### config.mk
export PLATFORM = sky130hd
export DESIGN_NAME = sf_param_bank
export DESIGN_NICKNAME = d
export VERILOG_FILES = /design/src/rtl/sf_param_bank.sv
export SDC_FILE = /design/constraint.sdc
export NUM_CORES = 1
export LEC_CHECK = 0
export BUFFER_PORTS_ARGS = -buffer_cell sky130_fd_sc_hd__buf_2
export CORE_MARGIN = 1.5
export CORE_UTILIZATION = 28
export CTS_BUF_LIST = sky130_fd_sc_hd__clkbuf_8 sky130_fd_sc_hd__clkbuf_16
export DETAILED_ROUTE_END_ITERATION = 8
export GPL_ROUTABILITY_DRIVEN = 0
export GPL_TIMING_DRIVEN = 0
export PLACE_DENSITY = 0.5
export SLEW_MARGIN = 20
export SYNTH_ARGS = -nofsm -noshare
export SYNTH_HDL_FRONTEND = slang
export SYNTH_SLANG_ARGS = --single-unit
export TNS_END_PERCENT = 100
### constraint.sdc
create_clock -name sf_clk -period 2 [get_ports sf_clk]
set_clock_uncertainty 0.05 [all_clocks]
set_input_delay 0.3 -clock sf_clk [delete_from_list [all_inputs] [get_ports sf_clk]]
set_output_delay 0.3 -clock sf_clk [all_outputs]
set_load 0.02 [all_outputs]
### src/rtl/sf_param_bank.sv
// Double-buffered constant bank: host fills a shadow page, commits copy it
// atomically into the active page driving the engine's parameter bus.
module sf_param_bank #(
  parameter int pw         = 18,
  parameter int consts_len = 4,
  parameter int const_aw   = 2,
  parameter bit defer      = 1'b1
) (
  input  logic                       sf_clk,
  input  logic                       rst_n,
  input  logic                       ce,
  input  logic                       trigger,
  input  logic                       h_write,
  input  logic [const_aw-1:0]        h_addr,
  input  logic [pw-1:0]              h_data,
  input  logic                       commit,
  input  logic [const_aw-1:0]        h_raddr,
  input  logic                       h_rsel,
  output logic [pw-1:0]              h_rdata,
  output logic [pw*consts_len-1:0]   param_out,
  output logic                       param_update,
  output logic                       pending,
  output logic [7:0]                 commit_cnt
);

  typedef enum logic {ST_IDLE, ST_PENDING} state_t;

  state_t                        state_reg, state_next;
  logic [consts_len-1:0][pw-1:0] shadow_reg, shadow_next, active_reg;
  logic [pw-1:0]                 h_rdata_reg, h_rdata_next;
  logic                          param_update_reg;
  logic [7:0]                    commit_cnt_reg;
  logic                          commit_event;
  logic                          trig_ok;

  assign trig_ok = trigger & ce;

  // Write-first view of the shadow page; out-of-range addresses match no word.
  generate
    for (genvar gi = 0; gi < consts_len; gi++) begin : g_word
      localparam logic [const_aw-1:0] WORD_ADDR = const_aw'(gi);
      assign shadow_next[gi] = (h_write && h_addr == WORD_ADDR) ? h_data : shadow_reg[gi];
    end
  endgenerate

  always_comb begin
    state_next   = state_reg;
    commit_event = 1'b0;
    if (defer) begin
      case (state_reg)
        ST_IDLE: begin
          if (commit) begin
            if (trig_ok) commit_event = 1'b1;
            else         state_next   = ST_PENDING;
          end
        end
        ST_PENDING: begin
          if (trig_ok) begin
            commit_event = 1'b1;
            state_next   = ST_IDLE;
          end
        end
        default: state_next = ST_IDLE;
      endcase
    end else begin
      commit_event = commit;
      state_next   = ST_IDLE;
    end
  end

  // Readback sees the pages as registered before this edge, no forwarding.
  always_comb begin
    h_rdata_next = '0;
    for (int r = 0; r < consts_len; r++) begin
      if (h_raddr == const_aw'(r)) h_rdata_next = h_rsel ? active_reg[r] : shadow_reg[r];
    end
  end

  always_ff @(posedge sf_clk) begin
    if (!rst_n) begin
      state_reg        <= ST_IDLE;
      shadow_reg       <= '0;
      active_reg       <= '0;
      h_rdata_reg      <= '0;
      param_update_reg <= 1'b0;
      commit_cnt_reg   <= '0;
    end else begin
      state_reg        <= state_next;
      shadow_reg       <= shadow_next;
      h_rdata_reg      <= h_rdata_next;
      param_update_reg <= commit_event;
      if (commit_event) begin
        active_reg     <= shadow_next;
        commit_cnt_reg <= commit_cnt_reg + 8'd1;
      end
    end
  end

  assign param_out    = active_reg;
  assign param_update = param_update_reg;
  assign pending      = (state_reg == ST_PENDING);
  assign commit_cnt   = commit_cnt_reg;
  assign h_rdata      = h_rdata_reg;

endmodule

Word-level counts from Yosys, hierarchy flattened:

Cells that the tools add are included.

* output and inout port bits: 100
* logic and storage cells: 45
* flip-flop bits (word level): 172
* input bits: 29

* muxes and demuxes: 18
* equality and inequality tests: 6
* add/subtract/negate cells: 1
* bitwise logic cells: 2
* reductions and logical operators: 6

Operators with widths (count)
* 18-bit two-way mux: 12
* 8-bit by 1-bit adder with 8-bit output (second input constant): 1
* 2-bit == test (second input constant): 4
* 2-bit by 1-bit == test with 1-bit output (second input constant): 2
* 1-bit logical AND: 4
* 2-bit zero test: 2
* 1-bit two-way mux: 4
* 1-bit case mux with 2 select lines: 2
* 1-bit bitwise AND: 1
* 1-bit inverter: 1

Depth between registers and ports, before layout:

Gate-level depths: netlist (run 1).

* depth after elaboration: 5
* gate-level depth with buffers: 7
* depth with buffers taken out: 5

Worst setup path after synthesis (run 1):

Ideal clock, no wire load.

* path kind: in2reg
* start point: input port h_raddr[0]
* end point: register h_rdata_reg[0], in the netlist h_rdata[0]
* stages: 6
* setup time: 0.115 ns
* buffers on the path: 2
* data required time: 1.835 ns
* path slack: 0.622 ns
* data arrival time: 1.213 ns
* cells stage by stage: buf_6 -> buf_12 -> mux2_4 -> o221ai_1 -> o21ai_1 -> and3_1

* word-level cells in the longest chain between the ends: 5
* elaborated cells between the ends (all ways): 8
* classes of those cells: eq/ne: 3; mux: 4; reduce/logical: 1

Ends and longest elaborated chain
* start, declared: RTL line 17 `input logic [const_aw-1:0] h_raddr,`
* 2-bit zero test: RTL line 75 `if (h_raddr == const_aw'(r)) h_rdata_next = h_rsel ? active_reg[r] : shadow_reg[r];`
* 18-bit two-way mux (3 in series): RTL line 75
* 18-bit two-way mux *: RTL line 75
* end signal, assigned: RTL line 90 `h_rdata_reg <= h_rdata_next;`
* end, declared: RTL line 30 `logic [pw-1:0] h_rdata_reg, h_rdata_next;`

Mark *: on every way between the ends. The rest lies on a longest branch, timed or not.
A chain may end at the register's enable or synchronous reset.

Worst setup path after layout (run 1):

* start point: register state_reg, in the netlist pending
* end point: register active_reg, in the netlist param_out[48]

* word-level cells in the longest chain between the ends: 2

Ends and longest elaborated chain
* start, declared: RTL line 28 `state_t state_reg, state_next;`
* start signal, assigned: RTL line 88 `state_reg <= state_next;`
* 1-bit inverter
* 1-bit case mux with 2 select lines *: RTL line 50 `case (state_reg)`
* end signal, assigned: RTL line 93 `active_reg <= shadow_next;`
* end, declared: RTL line 29 `logic [consts_len-1:0][pw-1:0] shadow_reg, shadow_next, active_reg;`

Marks and branches as above.

==> results of run 1 <==
report_power, final:
group          total, mW  switching, mW  internal [mW]
clock network       3.70           1.56           2.14
logic               1.04          0.641          0.397
registers           3.69          0.110           3.58
total               8.43           2.31           6.12
worst max-delay path: cells and delay by family (launching register included):
family                 cells  cell delay, ns
buffers and inverters      2            0.86
AO/OA/AOI/OAI              2            0.42
flip-flops                 1            0.38
routing by layer:
metal  vias to the layer above  share of wire [%]  track usage, %
li1                       2775                  -               -
met1                      2794                 49            24.7
met2                       138                 45            28.2
met3                        16                4.6            4.10
met4                         0                1.1            4.50
met5                         -                  0               0
through the flow:
| step | worst slack, ns | hold WS, ns | instances | utilization [%] | power, mW |
|---|---|---|---|---|---|
| final | 0.232 | 0.107 | 1187 | 35.0 | 8.43 |
| after detailed placement | 0.185 | 0.449 | 1155 | 32.5 | 4.81 |
| after global routing | 0.125 | 0.110 | 1187 | 35.0 | 8.71 |
| after floorplan | 0.622 | 0.406 | 695 | - | 4.40 |
| after CTS | 0.215 | 0.0953 | 1187 | 35.0 | 8.49 |
| after global placement | 0.178 | 0.448 | 1155 | 32.5 | 4.81 |
area by class of cell:
class                           instances  area share [%]
Sequential cell                       172            37.8
Multi-Input combinational cell        459            39.6
Tap cell                              335            4.60
Clock buffer                           17            4.67
Timing Repair Buffer                  125            6.87
Buffer                                 62            3.98
Clock inverter                         15            2.46
Inverter                                2          0.0824
final timing paths:
| check | start | depth (start not counted) | slack (ns) | to |
|---|---|---|---|---|
| max | pending | 4 | 0.23 | param_out[48] |
| min | commit | 2 | 0.11 | pending |
| max reg2reg | pending | 4 | 0.23 | param_out[48] |
| min reg2reg | commit_cnt[1] | 2 | 0.46 | commit_cnt[1] |
cell usage in the layout, fill, tap and decap left out, types with 3 or more instances in the layout:
master,n
buf_2,147
and3_1,9
inv_6,4
mux2i_1,112
dfxtp_1,172
mux4_1,3
o21a_1,7
xnor2_1,3
nor2b_1,74
nand2_1,80
mux2_4,8
and2_1,7
o221ai_1,9
xor2_1,3
mux2_1,8
clkbuf_1,24
clkbuf_16,17
o22ai_1,23
buf_4,6
buf_6,7
o211a_1,73
bufinv_16,4
nand3_1,12
o21ai_1,9
inv_8,4
kinds of logic (layout without fill, tap and decap cells):
kind of cell / count (synthesis) / count (layout) / synth area share (%)
mux: 133 / 133 / 19.5
flops: 172 / 172 / 46.4
fa+ha+maj: 1 / 1 / 0.169
compound gates: 126 / 126 / 14.7
simple gates: 193 / 193 / 13.5
buf+inv: 64 / 221 / 4.99
xor+xnor: 6 / 6 / 0.709
==> summary.txt, run 1 <==
Synthesis
  • Post-synthesis sequential area ratio: 46.4%
  • Syn Area/Cell: 10.7 um^2
  • Largest area contributor in the netlist: dfxtp_1
  • Largest cells by area after synthesis: dfxtp_1, mux2i_1, o211a_1, nor2b_1, nand2_1
  • Syn nets: 725
  • FFs w/ async S/R, synth: 0%
  • Unique masters post-synth: 40
  • Main synth FF type: dfxtp_1
  • Most frequent cell after synthesis: dfxtp_1
  • Number of synthesized flops with an enable pin: 0
  • Post-Syn Instances: 695
  • FF+latch count, synth: 172
  • Synth warn: 0
  • Most frequent cells after synthesis: dfxtp_1, mux2i_1, nand2_1
  • Share of the synthesized area in the top cell type: 46.4%
  • Mapped Area: 7420 um^2

CTS
  • Clock sink count: 172
  • CTS tree: done
  • Quantity of gates resized following cts: 0
  • CTS Buf Count: 17
  • Max clock buf depth: 2
  • H-tree depth: 4
  • Postcts setup bufs: 0
  • Clk_lat worst skew: 0.44 ns
  • # hold bufs at CTS: 0
  • Root Driver: clkbuf_16
  • CTS clk-pin slew, worst paths: 0.07 ns

Job
  • MaxCap Viol Count: 0

Route
  • Final wirelength: 24600 um
  • Initial drt markers: 337
  • Post-DR vias/cell: 4.82
  • Total number of vias: 5723
  • WL per Instance: 20.7 um
  • Remaining antenna violation count after routing: 0
  • Drt pass-1 iters: 5
  • Post-route DRC: 0

Pwr
  • VDD IR max: 0.000567 V
  • Leakage dissipation: 4.88 nW
  • Pwr/cell area: 925 nW/um^2

Setup path
  • Crit path largest cell delay: 0.58 ns
  • Critical path class: register to register
  • Endpoint type of the worst setup path: register
  • Worst path cell trace: o211a_1, buf_2, clkbuf_1, o211a_1
  • Crit path top cell by count: o211a_1
  • Worst path required time: 2.33 ns
  • CP arrival: 2.10 ns
  • Startpoint class of the critical path: register
  • Crit path max fanout: 10
  • Slowest CP cell: clkbuf_1

Global routing
  • Initial antenna violation count: 0
  • First-pass GRT wire length: 36700 um
  • Vias in the first global route: 5614
  • Grt total ovfl: 0
  • Gr usage total: 17.9%
  • Largest net degree at the start of global routing: 18

Timing
  • Fin crit period: 1.77 ns
  • Hold Violations, Final: 0
  • Total negative slack: 0 ns
  • Slew headroom: 52.9%
  • Fin crit share: 88.4%
  • RSZ-0062 raised after global routing: no
  • Peak Freq: 566 MHz
  • Least-Margin Pin Slew: 0.707 ns
  • Final Slew Violations: 0
  • Final setup vio count: 0

Die
  • Die area: 27500 um^2
  • Initial Util: 28.5%
  • Core area: 26100 um^2
  • Die H: 166 um
  • Core Rows: 59
  • Die X: 166 um
  • I/O pin count: 129

Place
  • Detailed placement HPWL: 18300 um
  • IO Port Bufs: 125
  • Placed Area: 8460 um^2

Run status
  • Status: completed

Finish
  • Final instance area: 9110 um^2
  • Antenna Cells: 0
  • Footprint of the multi-input gates: 3600 um^2
  • Fill cell count: 2684
  • Area Growth Syn to Fin: 22.8%
  • Sequential cell area: 3440 um^2
  • Layout Nets: 869
  • Share of layout cells above drive strength 1: 24.3%

Min path
  • Hold Path Class: input port to register
(Power assumes the default switching activity.)
==> run 2: changes to the inputs <==
Settings changed: CORE_ASPECT_RATIO set to 0.5, CORE_MARGIN 1.5 to unset.
==> summary.txt, run 2 (synthesis gave the netlist of run 1 again) <==
Route
  • Drt pass-1 iters: 4
  • Initial drt markers: 377
  • Post-DR vias/cell: 4.84
  • Total number of vias: 5792
  • Remaining antenna violation count after routing: 0
  • Post-route DRC: 0
  • Final wirelength: 25400 um
  • WL per Instance: 21.3 um

Die
  • I/O pin count: 129
  • Initial Util: 29.0%
  • Die area: 27200 um^2
  • Die H: 117 um
  • Core area: 25600 um^2
  • Core Rows: 41
  • Die X: 232 um

CTS
  • Clock sink count: 172
  • CTS Buf Count: 17
  • CTS tree: done
  • # hold bufs at CTS: 0
  • H-tree depth: 4
  • Max clock buf depth: 2
  • Quantity of gates resized following cts: 0
  • Root Driver: clkbuf_16
  • CTS clk-pin slew, worst paths: 0.07 ns
  • Postcts setup bufs: 0
  • Clk_lat worst skew: 0.44 ns

Finish
  • Most common cell after layout, fill and taps aside: dfxtp_1
  • Share of layout cells above drive strength 1: 24.1%
  • Commonest non-fill, non-tap cells in the layout: dfxtp_1, buf_2, mux2i_1
  • Fill cell count: 2620
  • Area Growth Syn to Fin: 21.6%
  • Layout Nets: 869
  • Antenna Cells: 0

Pwr
  • Pwr/cell area: 876 nW/um^2
  • Leakage dissipation: 4.84 nW
  • Power Total: 7.91 mW
  • VDD IR max: 0.000442 V

Setup path
  • Critical path class: register to register
  • Crit path max fanout: 10
  • CP arrival: 2.13 ns
  • Worst path required time: 2.34 ns
  • Startpoint class of the critical path: register
  • Endpoint type of the worst setup path: register

Place
  • Worst slack, placed: 0.166 ns
  • IO Port Bufs: 125
  • Detailed placement HPWL: 18800 um

Job
  • MaxCap Viol Count: 0

Timing
  • Total negative slack: 0 ns
  • Peak Freq: 557 MHz
  • Final setup vio count: 0
  • RSZ-0062 raised after global routing: no
  • Post-route setup slack: 0.203 ns
  • Hold Violations, Final: 0
  • Fin crit period: 1.80 ns
  • Fin crit share: 89.8%
  • Slew headroom: 53.6%
  • Final Slew Violations: 0
  • Fin Hold WS: 0.0983 ns
  • Least-Margin Pin Slew: 0.697 ns

Run status
  • Status: completed

Global routing
  • First-pass GRT wire length: 37200 um
  • Gr usage total: 19.1%
  • Initial antenna violation count: 1
  • Grt total ovfl: 0
  • Largest net degree at the start of global routing: 17
  • Vias in the first global route: 5619

Min path
  • Hold Path Class: input port to register
run 2: changes by cell type in the layout (fill, tap and decap cells not counted):
cell	before	now
bufinv_16	4	0
clkinv_4	1	4
inv_6	4	1
inv_8	4	1
clkbuf_8	0	2
clkinv_2	0	2
inv_1	2	4
clkinvlp_4	2	3
run 2: worst max-delay path: stages, from the launching register on:
cell      delay (ns)
dfxtp_1         0.38
o211a_1         0.20
buf_2           0.31
clkbuf_1        0.58
o211a_1         0.22
run 2: path summary, 6_finish.rpt:
kind / cells after the start / start / to / slack [ns]
worst max register to register: 4 / pending / param_out[52] / 0.20
worst min register to register: 2 / commit_cnt[1] / commit_cnt[1] / 0.46
worst max-delay path: 4 / pending / param_out[52] / 0.20
worst min-delay path: 2 / commit / pending / 0.1
run 2: metrics by stage:
step	area [um^2]	instances	utilization, %
after detailed placement	8470	1164	33.1
after CTS	9020	1196	35.2
final	9020	1196	35.2
after global routing	9020	1196	35.2
after floorplan	7420	695	-
after global placement	8470	1164	33.1
run 2: where the power goes:
part	internal, mW	switching (mW)
logic	0.397	0.655
clock network	1.66	1.50
registers	3.58	0.112
run 2: routing by layer:
layer / wire [um] / global-route usage, % / share of wire, %
met1: 12700 / 27.1 / 50
met5: 0 / 0 / 0
met4: 393 / 6.40 / 1.5
met2: 11100 / 29.1 / 44
met3: 1230 / 3.61 / 4.8
run 2: area by class of cell:
class / instances / area (um^2) / share of cell area (%)
timing repair buffer: 125 / 626 / 6.93
inverter: 2 / 7.51 / 0.0832
clock buffer: 19 / 453 / 5.02
clock inverter: 13 / 95.1 / 1.05
buffer: 62 / 363 / 4.02
tap: 344 / 430 / 4.77
sequential: 172 / 3440 / 38.2
multi-input combinational: 459 / 3600 / 40.0
